==> src/rtl/store_buffer_pkg.sv <==
// Shared definitions for the store buffer: default geometry, lane count
// and the byte-lane alignment helper used when a store is accepted.
package store_buffer_pkg;

    localparam int SB_DEPTH  = 4;
    localparam int SB_AWIDTH = 14;
    localparam int SB_LANES  = 4;

    // Moves the unshifted register value onto the byte lanes selected by
    // the low address bits; bytes shifted past bit 31 are dropped.
    function automatic logic [31:0] sb_align(input logic [31:0] data,
                                             input logic [1:0]  offset);
        return data << {offset, 3'b000};
    endfunction

endpackage

==> src/rtl/store_buffer_if.sv <==
// Bundles the store-side, memory-side and load-lookup signals of the store
// buffer. The slave modport is the buffer's view; master is its environment.
interface store_buffer_if #(parameter int AWIDTH = store_buffer_pkg::SB_AWIDTH);

    logic                                st_valid;
    logic                                st_ready;
    logic [31:0]                         st_addr;
    logic [31:0]                         st_data;
    logic [store_buffer_pkg::SB_LANES-1:0] st_wea;

    logic                                mem_valid;
    logic                                mem_ready;
    logic [AWIDTH-1:0]                   mem_addr;
    logic [31:0]                         mem_din;
    logic [store_buffer_pkg::SB_LANES-1:0] mem_we;

    logic                                ld_valid;
    logic [31:0]                         ld_addr;
    logic                                ld_hazard;

    logic                                empty;
    logic                                full;

    modport slave (
        input  st_valid, st_addr, st_data, st_wea, mem_ready, ld_valid, ld_addr,
        output st_ready, mem_valid, mem_addr, mem_din, mem_we, ld_hazard, empty, full
    );

    modport master (
        output st_valid, st_addr, st_data, st_wea, mem_ready, ld_valid, ld_addr,
        input  st_ready, mem_valid, mem_addr, mem_din, mem_we, ld_hazard, empty, full
    );

endinterface

==> src/rtl/store_buffer_fifo.sv <==
// Circular entry storage with head/tail pointers and an occupancy count.
// Exposes the head entry, each slot's tag bits and which slots are live so
// the enclosing buffer can run its load-hazard search.
module sb_fifo #(
    parameter int DEPTH = 4,
    parameter int WIDTH = 50,
    parameter int TAGW  = 18
) (
    input  logic                        clk,
    input  logic                        rst,
    input  logic                        push_i,
    input  logic                        pop_i,
    input  logic [WIDTH-1:0]            wdata_i,
    output logic [WIDTH-1:0]            rdata_o,
    output logic [DEPTH-1:0][TAGW-1:0]  tags_o,
    output logic [DEPTH-1:0]            occupied_o,
    output logic                        empty_o,
    output logic                        full_o
);

    localparam int PW = $clog2(DEPTH);
    localparam int CW = PW + 1;

    logic [WIDTH-1:0] mem_q [DEPTH];
    logic [PW-1:0]    head_q, head_d;
    logic [PW-1:0]    tail_q, tail_d;
    logic [CW-1:0]    count_q, count_d;
    logic             pushOk;
    logic             popOk;
    logic [PW-1:0]    rel;

    assign empty_o = (count_q == '0);
    assign full_o  = (count_q == CW'(DEPTH));
    assign pushOk  = push_i & ~full_o;
    assign popOk   = pop_i & ~empty_o;
    assign rdata_o = mem_q[head_q];

    // Next pointer and count values; power-of-two depth makes wrap implicit.
    always_comb begin
        head_d  = head_q;
        tail_d  = tail_q;
        count_d = count_q;
        if (pushOk) tail_d = tail_q + PW'(1);
        if (popOk)  head_d = head_q + PW'(1);
        case ({pushOk, popOk})
            2'b10:   count_d = count_q + CW'(1);
            2'b01:   count_d = count_q - CW'(1);
            default: count_d = count_q;
        endcase
    end

    // Pointers and count are the only state that decides what is valid.
    always_ff @(posedge clk or posedge rst) begin
        if (rst) begin
            head_q  <= '0;
            tail_q  <= '0;
            count_q <= '0;
        end else begin
            head_q  <= head_d;
            tail_q  <= tail_d;
            count_q <= count_d;
        end
    end

    // Entry payload needs no reset since occupancy gates every use of it.
    always_ff @(posedge clk) begin
        if (pushOk) mem_q[tail_q] <= wdata_i;
    end

    // A slot is live when its distance from the head is below the count.
    always_comb begin
        rel        = '0;
        occupied_o = '0;
        tags_o     = '0;
        for (int i = 0; i < DEPTH; i++) begin
            rel           = PW'(i) - head_q;
            occupied_o[i] = ({1'b0, rel} < count_q);
            tags_o[i]     = mem_q[i][WIDTH-1 -: TAGW];
        end
    end

endmodule

==> src/rtl/store_buffer.sv <==
// Store buffer between the pipeline and data memory: aligns incoming store
// data onto byte lanes, queues stores in order, presents the oldest one to
// memory and flags loads that overlap a store still waiting to be written.
module store_buffer
    import store_buffer_pkg::*;
#(
    parameter int DEPTH  = SB_DEPTH,
    parameter int AWIDTH = SB_AWIDTH
) (
    input  logic          clk,
    input  logic          rst,
    store_buffer_if.slave sb
);

    localparam int TAGW = AWIDTH + SB_LANES;
    localparam int EW   = TAGW + 32;

    logic [EW-1:0]              wdata;
    logic [EW-1:0]              rdata;
    logic [DEPTH-1:0][TAGW-1:0] tags;
    logic [DEPTH-1:0]           occupied;
    logic                       push;
    logic                       pop;
    logic                       fifoEmpty;
    logic                       fifoFull;
    logic [AWIDTH-1:0]          ldWord;
    logic                       hazard;
    logic                       unusedAddrBits;

    // Stores with no enabled lane complete the handshake but are dropped.
    assign push  = sb.st_valid & ~fifoFull & (|sb.st_wea);
    assign pop   = sb.mem_ready & ~fifoEmpty;
    assign wdata = {sb.st_addr[AWIDTH+1:2], sb.st_wea, sb_align(sb.st_data, sb.st_addr[1:0])};

    sb_fifo #(
        .DEPTH (DEPTH),
        .WIDTH (EW),
        .TAGW  (TAGW)
    ) u_fifo (
        .clk        (clk),
        .rst        (rst),
        .push_i     (push),
        .pop_i      (pop),
        .wdata_i    (wdata),
        .rdata_o    (rdata),
        .tags_o     (tags),
        .occupied_o (occupied),
        .empty_o    (fifoEmpty),
        .full_o     (fifoFull)
    );

    assign sb.st_ready = ~fifoFull;
    assign sb.empty    = fifoEmpty;
    assign sb.full     = fifoFull;
    assign sb.mem_valid = ~fifoEmpty;
    assign sb.mem_addr  = rdata[EW-1 -: AWIDTH];
    assign sb.mem_din   = rdata[31:0];
    assign sb.mem_we    = fifoEmpty ? '0 : rdata[32 +: SB_LANES];

    assign ldWord = sb.ld_addr[AWIDTH+1:2];

    // Search every live slot, including the one leaving this cycle, for a
    // word match; a store arriving this cycle is not yet in storage.
    always_comb begin
        hazard = 1'b0;
        if (sb.ld_valid) begin
            for (int i = 0; i < DEPTH; i++) begin
                if (occupied[i] && (tags[i][TAGW-1 -: AWIDTH] == ldWord) &&
                    (|tags[i][SB_LANES-1:0])) begin
                    hazard = 1'b1;
                end
            end
        end
    end

    assign sb.ld_hazard = hazard;

    assign unusedAddrBits = ^{sb.st_addr[31:AWIDTH+2], sb.ld_addr[31:AWIDTH+2], sb.ld_addr[1:0]};

endmodule

==> src/flat_wrapper.sv <==
// flat-port wrapper written by rule: the top's interface ports become plain ports
module store_buffer_flat import store_buffer_pkg::*;
#(
    parameter int DEPTH  = SB_DEPTH,
    parameter int AWIDTH = SB_AWIDTH
)
  (clk, rst, sb_st_valid, sb_st_addr, sb_st_data, sb_st_wea, sb_mem_ready, sb_ld_valid, sb_ld_addr, sb_st_ready, sb_mem_valid, sb_mem_addr, sb_mem_din, sb_mem_we, sb_ld_hazard, sb_empty, sb_full);
  store_buffer_if #(.AWIDTH(AWIDTH)) sb_i ();
  input  logic clk;
  input  logic rst;
  input wire logic [$bits(sb_i.st_valid)-1:0] sb_st_valid;
  input wire logic [$bits(sb_i.st_addr)-1:0] sb_st_addr;
  input wire logic [$bits(sb_i.st_data)-1:0] sb_st_data;
  input wire logic [$bits(sb_i.st_wea)-1:0] sb_st_wea;
  input wire logic [$bits(sb_i.mem_ready)-1:0] sb_mem_ready;
  input wire logic [$bits(sb_i.ld_valid)-1:0] sb_ld_valid;
  input wire logic [$bits(sb_i.ld_addr)-1:0] sb_ld_addr;
  output wire logic [$bits(sb_i.st_ready)-1:0] sb_st_ready;
  output wire logic [$bits(sb_i.mem_valid)-1:0] sb_mem_valid;
  output wire logic [$bits(sb_i.mem_addr)-1:0] sb_mem_addr;
  output wire logic [$bits(sb_i.mem_din)-1:0] sb_mem_din;
  output wire logic [$bits(sb_i.mem_we)-1:0] sb_mem_we;
  output wire logic [$bits(sb_i.ld_hazard)-1:0] sb_ld_hazard;
  output wire logic [$bits(sb_i.empty)-1:0] sb_empty;
  output wire logic [$bits(sb_i.full)-1:0] sb_full;
  assign sb_i.st_valid = sb_st_valid;
  assign sb_i.st_addr = sb_st_addr;
  assign sb_i.st_data = sb_st_data;
  assign sb_i.st_wea = sb_st_wea;
  assign sb_i.mem_ready = sb_mem_ready;
  assign sb_i.ld_valid = sb_ld_valid;
  assign sb_i.ld_addr = sb_ld_addr;
  assign sb_st_ready = sb_i.st_ready;
  assign sb_mem_valid = sb_i.mem_valid;
  assign sb_mem_addr = sb_i.mem_addr;
  assign sb_mem_din = sb_i.mem_din;
  assign sb_mem_we = sb_i.mem_we;
  assign sb_ld_hazard = sb_i.ld_hazard;
  assign sb_empty = sb_i.empty;
  assign sb_full = sb_i.full;
  store_buffer #(.DEPTH(DEPTH), .AWIDTH(AWIDTH)) u_core (.clk(clk), .rst(rst), .sb(sb_i));
endmodule
==> config.mk <==
export PLATFORM = sky130hd
export DESIGN_NAME = store_buffer_flat
export DESIGN_NICKNAME = d
export VERILOG_FILES = /design/src/rtl/store_buffer_pkg.sv /design/src/rtl/store_buffer_if.sv /design/src/rtl/store_buffer_fifo.sv /design/src/rtl/store_buffer.sv /design/src/flat_wrapper.sv
export SDC_FILE = /design/constraint.sdc
export NUM_CORES = 1
export LEC_CHECK = 0
export ABC_AREA = 1
export CORE_AREA = 3 3 143 145
export DETAILED_ROUTE_END_ITERATION = 6
export DIE_AREA = 0 0 146 148
export PLACE_DENSITY = 0.84
export SLEW_MARGIN = 30
export SYNTH_ARGS = -nofsm -noshare
export SYNTH_HDL_FRONTEND = slang
export SYNTH_HIERARCHICAL = 1
export SYNTH_SLANG_ARGS = --single-unit
==> constraint.sdc <==
create_clock -name clk -period 5.1 [get_ports clk]
set_clock_uncertainty 0.15 [all_clocks]
set_input_delay 1.53 -clock clk [delete_from_list [all_inputs] [get_ports clk]]
set_output_delay 1.53 -clock clk [all_outputs]
set_load 0.02 [all_outputs]
# Word level (Yosys, flattened, before mapping)
# Memory sizes are Yosys's and may differ from the RTL's.
# Cells that the tools add are included.
# word_totals
ff_bits	7
mem_bits_rw	200
word_cells	55
memories	1
# mem_list
name	words	word_bits	rd	rd_ports_with_merged_regs	wr	line_no	source
u_core.u_fifo.mem_q	4	50	5	0	1	store_buffer_fifo.sv:24	logic [WIDTH-1:0] mem_q [DEPTH];
# classes
n_addsub	8
magnitude_cmp	4
eq_ne	7
shifts	1
mux	9
bitwise_logic	7
reduce_logical	15
# op_table
cell	count
$eq A14 B14 Y1	4
$shl A32 B5 Y32	1
$reduce_or A4 Y1	5
$lt A2 B3 Y1	4
$logic_and A1 B1 Y1	8
$mux W1	7
$pmux W3 S2	1
$and A1 B1 Y1	5
$add A2 B1 Y2 const B	2
$mux W4	1
$sub A1 B2 Y2 const A	2
$sub A2 B2 Y2 const A	2
$add A3 B1 Y3 const B	1
$eq A3 B3 Y1 const B	1
$logic_not A3 Y1	1
$sub A3 B1 Y3 const B	1
$eq A2 B1 Y1 const B	1
$eq A2 B2 Y1 const B	1
$not A1 Y1	2
$reduce_bool A2 Y1	1

# Depth between registers and ports, before layout
# logic_depth
word_depth	9
depth_mapped	17

# Hierarchy
# Netlist, hierarchy kept.
# modules_own_cells
mod	instances	cells_per_inst	area_per_inst_um2
sb_fifo	1	641	8638.3
store_buffer	1	417	1705.4

# Least setup slack after synthesis
# Ideal clock, no wire load.
# synth_path
kind	input to register
startpoint	in sb_st_valid
endpoint	mem u_core.u_fifo.mem_q[0][0], enable pin
arrival_ps	4014
setup_slack_ps	478
path_stages	4
n_path_buf	0
cell_sequence	nand2_1 -> nor2_1 -> nand2_1 -> nor2_1
# synth_between
elab_chain_cells	5
# synth_rtl
element	line_no	source
from (decl)	flat_wrapper.sv:11	input wire logic [$bits(sb_i.st_valid)-1:0] sb_st_valid;
$and A1 B1 Y1 (2 in a row)	store_buffer.sv:31	assign push = sb.st_valid & ~fifoFull & (|sb.st_wea);
via u_core.push	store_buffer.sv:22	logic push;
$and A1 B1 Y1	store_buffer_fifo.sv:34	assign pushOk = push_i & ~full_o;
$mux W1	store_buffer_fifo.sv:67	if (pushOk) mem_q[tail_q] <= wdata_i;
$mux W1 (not written as such)	store_buffer_fifo.sv:67	
to (decl)	store_buffer_fifo.sv:24	
# The timed path passes the listed nets, and every way through them passes these cells.

# Worst setup path after layout
# layout_path
startpoint	in sb_ld_addr[2]
endpoint	out sb_ld_hazard
# layout_between
elab_chain_cells	8
elab_cells_between_ends	17
cone_classes	4 x eq/ne; 5 x mux; 8 x reduce/logical
# layout_rtl
element	line_no	source
from (decl)	flat_wrapper.sv:17	input wire logic [$bits(sb_i.ld_addr)-1:0] sb_ld_addr;
$eq A14 B14 Y1	store_buffer.sv:68	if (occupied[i] && (tags[i][TAGW-1 -: AWIDTH] == ldWord) &&
$logic_and A1 B1 Y1 (2 in a row)	store_buffer.sv:68	
$mux W1 (3 in a row)	store_buffer.sv:68	
$mux W1 *	store_buffer.sv:68	
$mux W1 *	store_buffer.sv:66	if (sb.ld_valid) begin
to (decl)	flat_wrapper.sv:23	output wire logic [$bits(sb_i.ld_hazard)-1:0] sb_ld_hazard;
# Mark *: on every way between the ends. The rest lies on a longest branch, timed or not.

==> results.txt <==
Outcome: finished clean
CP peak stage delay: 630 ps
Worst Setup End Kind: output pin
Vias/cell: 5.508
Largest net degree at the start of global routing: 65
Die Width: 146 um
Sink Count: 207
Max cap viols: 0
Share of layout cells above drive strength 1: 6.039%
Fillers: 1,503
TritonCTS clock tree: yes
I/O Pins: 160
Placement row count: 51
H-tree levels: 1
Cell internal pwr: 4189 uW
Slowest CP cell: clkdlybuf4s50_1
Dpl hpwl: 15,860 um
Mapped Nets: 1,173
Hold Path Class: reg2reg
Final ANT Viol Nets: 0
Worst setup SP type: input pin
Combinational group share of total power: 42.2%
Lkg Pwr: 0.004759 uW
Drt first pass iters: 5
Via count: 7,662
Max-slew violations: 0
Final setup fails: 0
Clk Latency, worst-skew pair: 490 ps
CP Data Required Time: 3420 ps
WP data arrival: 3210 ps
Net Switching: 2527 uW
Clock share of power: 22.3%
Power density over the cells: 558.7 mW/mm^2
Synthesized area per cell: 9.777 sq um
Final GP Congestion: 0.9689
Initial antenna violation count: 0
Die Footprint: 0.02161 sq mm
Clock buffer count from CTS: 21
Synth cell types: 28
Area added between synthesis and finish: 16.22%
CTS Root Cell: clkbuf_16
Yosys reg bits: 207
Worst-path cell chain: clkdlybuf4s50_1, inv_2, nand2_1, nand2_1, nor2_1, nand2_1, nor2_1, nand2_1, nand2_1, nor2_1, nor2_1, dlygate4sd2_1
IO buf count: 125
Switch share: 37.63%
Chip height: 148 um
Initial Utilization: 53.50%
Final worst path period need: 4887 ps
Number of diodes: 0
Nets: 1,227
Vias in the first global route: 7,183
Setup WS pre-CTS: -37.57 ps
Core ar.: 0.01933 sq mm
Maximum vdd drop: 0.0003024 V
Fmax: 204.6 MHz
Sequential cell area: 0.006186 sq mm
CP top delay family: buffers and inverters
Slew headroom: 52.18%
Deepest clock path buffer count: 3
WL per Instance: 17.41 um
Gr ovfl total: 0
Synth warn: 6
Final hold viol count: 0
Final WS setup: 212.6 ps
Initial drt markers: 692
Critical path fanouts, max: 7
Sequential share of the synthesized area: 59.76%
Pwr Total: 6717 uW
Critical Path Most Common Cell: nand2_1
CP bufs+invs: 3
Gr usage total: 21.65%
CP Class: in2out
Unrepaired setup endpoints after global routing: no
Worst-Margin Slew: 715.0 ps
Synth Instances: 1,058
WL final: 24,210 um
DRC: 0
Mapped Area: 0.01034 sq mm
Final period util: 95.83%
Worst-path clk slew: 60 ps
First-pass GRT wire length: 37,380 um
Multi-input gate area: 0.002954 sq mm
Seq pwr share: 35.6%
-- final timing paths --
kind,from,to,slack (ps),cells after the start
min in group asynchronous,rst,u_core/u_fifo/head_q[0],1150,2
min,u_core/u_fifo/count_q[1],u_core/u_fifo/count_q[1],350,2
min reg2reg,u_core/u_fifo/count_q[1],u_core/u_fifo/count_q[1],350,2
max,sb_ld_addr[2],sb_ld_hazard,210,12
max reg2reg,u_core/u_fifo/count_q[1],u_core/u_fifo/count_q[2],2320,14
max in group asynchronous,rst,u_core/u_fifo/head_q[1],3390,2
-- layout by cell type, fill, tap and decap left out, types with 2 or more instances in the layout --
cell             netlist  layout
a22oi_1                8       8
nor2_4                 1       5
edfxtp_1             200     200
clkbuf_1               9       5
inv_2                  6       6
mux2i_1                6       6
o22ai_1                2       2
dfrtp_1                7       5
dlygate4sd2_1          0       2
nand3_1              157     157
buf_12                 0       3
nand2_1              262     262
a21boi_0               2       2
clkinv_2               0       3
a21oi_1               20      20
nor2_1                80      76
o21ai_1                2       2
o21ai_0               22      22
clkdlybuf4s50_1        0     123
clkinv_1               0       5
inv_1                 97      97
clkbuf_16              0      21
nand4_1               51      51
buf_4                 74      24
ha_1                   9       9
bufinv_16              0       3
-- power by group through the flow --
stage | Clock [uW] | Sequential (uW) | Combinational, uW
finish | 1490 | 2390 | 2830
global route | 1580 | 2420 | 3050
CTS | 1520 | 2390 | 2840
detailed placement | 0 | 2420 | 2830
global placement | 0 | 2410 | 2780
floorplan | 0 | 2380 | 1830
-- layout make-up --
class                   count  area share [%]
multi-input cells         626           24.57
flip-flops and latches    207           51.46
clock inverters            11           1.030
inverters                 104           3.268
repair buffers            152           12.39
clock buffers              26           4.527
well taps                 265           2.758
-- kinds of logic after synthesis --
family / count (synthesis) / share of synthesized area [%]
xor gates and xnor gates: 2 / 0.1694
adders and majority gates: 10 / 1.282
muxes: 6 / 0.5806
AOI/OAI and AO/OA: 56 / 2.976
buffers and inverters: 225 / 11.98
DFF: 207 / 59.76
and+or+nand+nor: 552 / 23.26
-- sequential cells by signal, summed over array words and instances, names as in the netlist --
name and flops:
u_core/u_fifo/count_q 3, u_core/u_fifo/mem_q 200, u_core/u_fifo/tail_q 2, u_core/u_fifo/head_q 2
-- layer usage --
| layer | vias to the layer above | share of wire [%] | wire (um) | track usage [%] |
|---|---|---|---|---|
| li1 | 3623 | - | - | - |
| met1 | 3600 | 39 | 9391 | 27.53 |
| met2 | 386 | 50 | 12050 | 38.08 |
| met3 | 53 | 8.4 | 2030 | 3.158 |
| met4 | 0 | 3.1 | 742 | 7.855 |
| met5 | - | 0 | 0 | 0 |
-- worst register-to-register path: stages, from the launching register on --
cell and delay, ps:
dfrtp_1 380, inv_1 210, nand3_1 200, inv_1 140
inv_1 60, nand2_1 80, nor2_1 70, nand2_1 400
ha_1 250, inv_1 70, fa_1 380, nand2_1 110
nand3_1 80, nand2_1 60, nand2_1 50
-- what timing repair did --
item | 4_1_cts | 5_1_grt
resized for setup | 2 | 0
buffers inserted | 0 | 0
hold buffers | 0 | 0
endpoints found under the setup margin | 1 | 0
-- cells in the mapped netlist --
master	n	area share, %
nand2_1	262	9.5
o22ai_1	2	0.12
nor2_1	80	2.9
nand4_1	51	3.1
mux2i_1	6	0.58
xnor2_1	1	0.085
a21boi_0	2	0.15
buf_2	24	1.2
o21ai_1	2	0.097
buf_6	11	1.2
ha_1	9	1.1
nor2_4	1	0.11
dfrtp_1	7	1.7
edfxtp_1	200	58
inv_2	6	0.22
buf_4	74	5.4
nor4_1	1	0.061
inv_4	1	0.061
clkbuf_2	1	0.048
buf_1	2	0.073
nand3_1	157	7.6
fa_1	1	0.19
xor2_1	1	0.085
a21oi_1	20	0.97
a22oi_1	8	0.58
o21ai_0	22	1.1
inv_1	97	3.5
clkbuf_1	9	0.33
-- per-stage QoR --
step / std cells / instance area [sq um] / util (%) / setup TNS [ps] / hold WS [ps]
global placement: 1354 / 11360 / 58.73 / -35.62 / 315.8
finish: 1391 / 12020 / 62.18 / 0 / 353.4
CTS: 1391 / 12020 / 62.18 / 0 / 362.6
global route: 1391 / 12020 / 62.18 / 0 / 372.7
floorplan: 1058 / 10340 / - / 0 / 303.0
detailed placement: 1354 / 11360 / 58.73 / -37.57 / 347.4
Note: power is estimated with default switching activity, not from simulation.
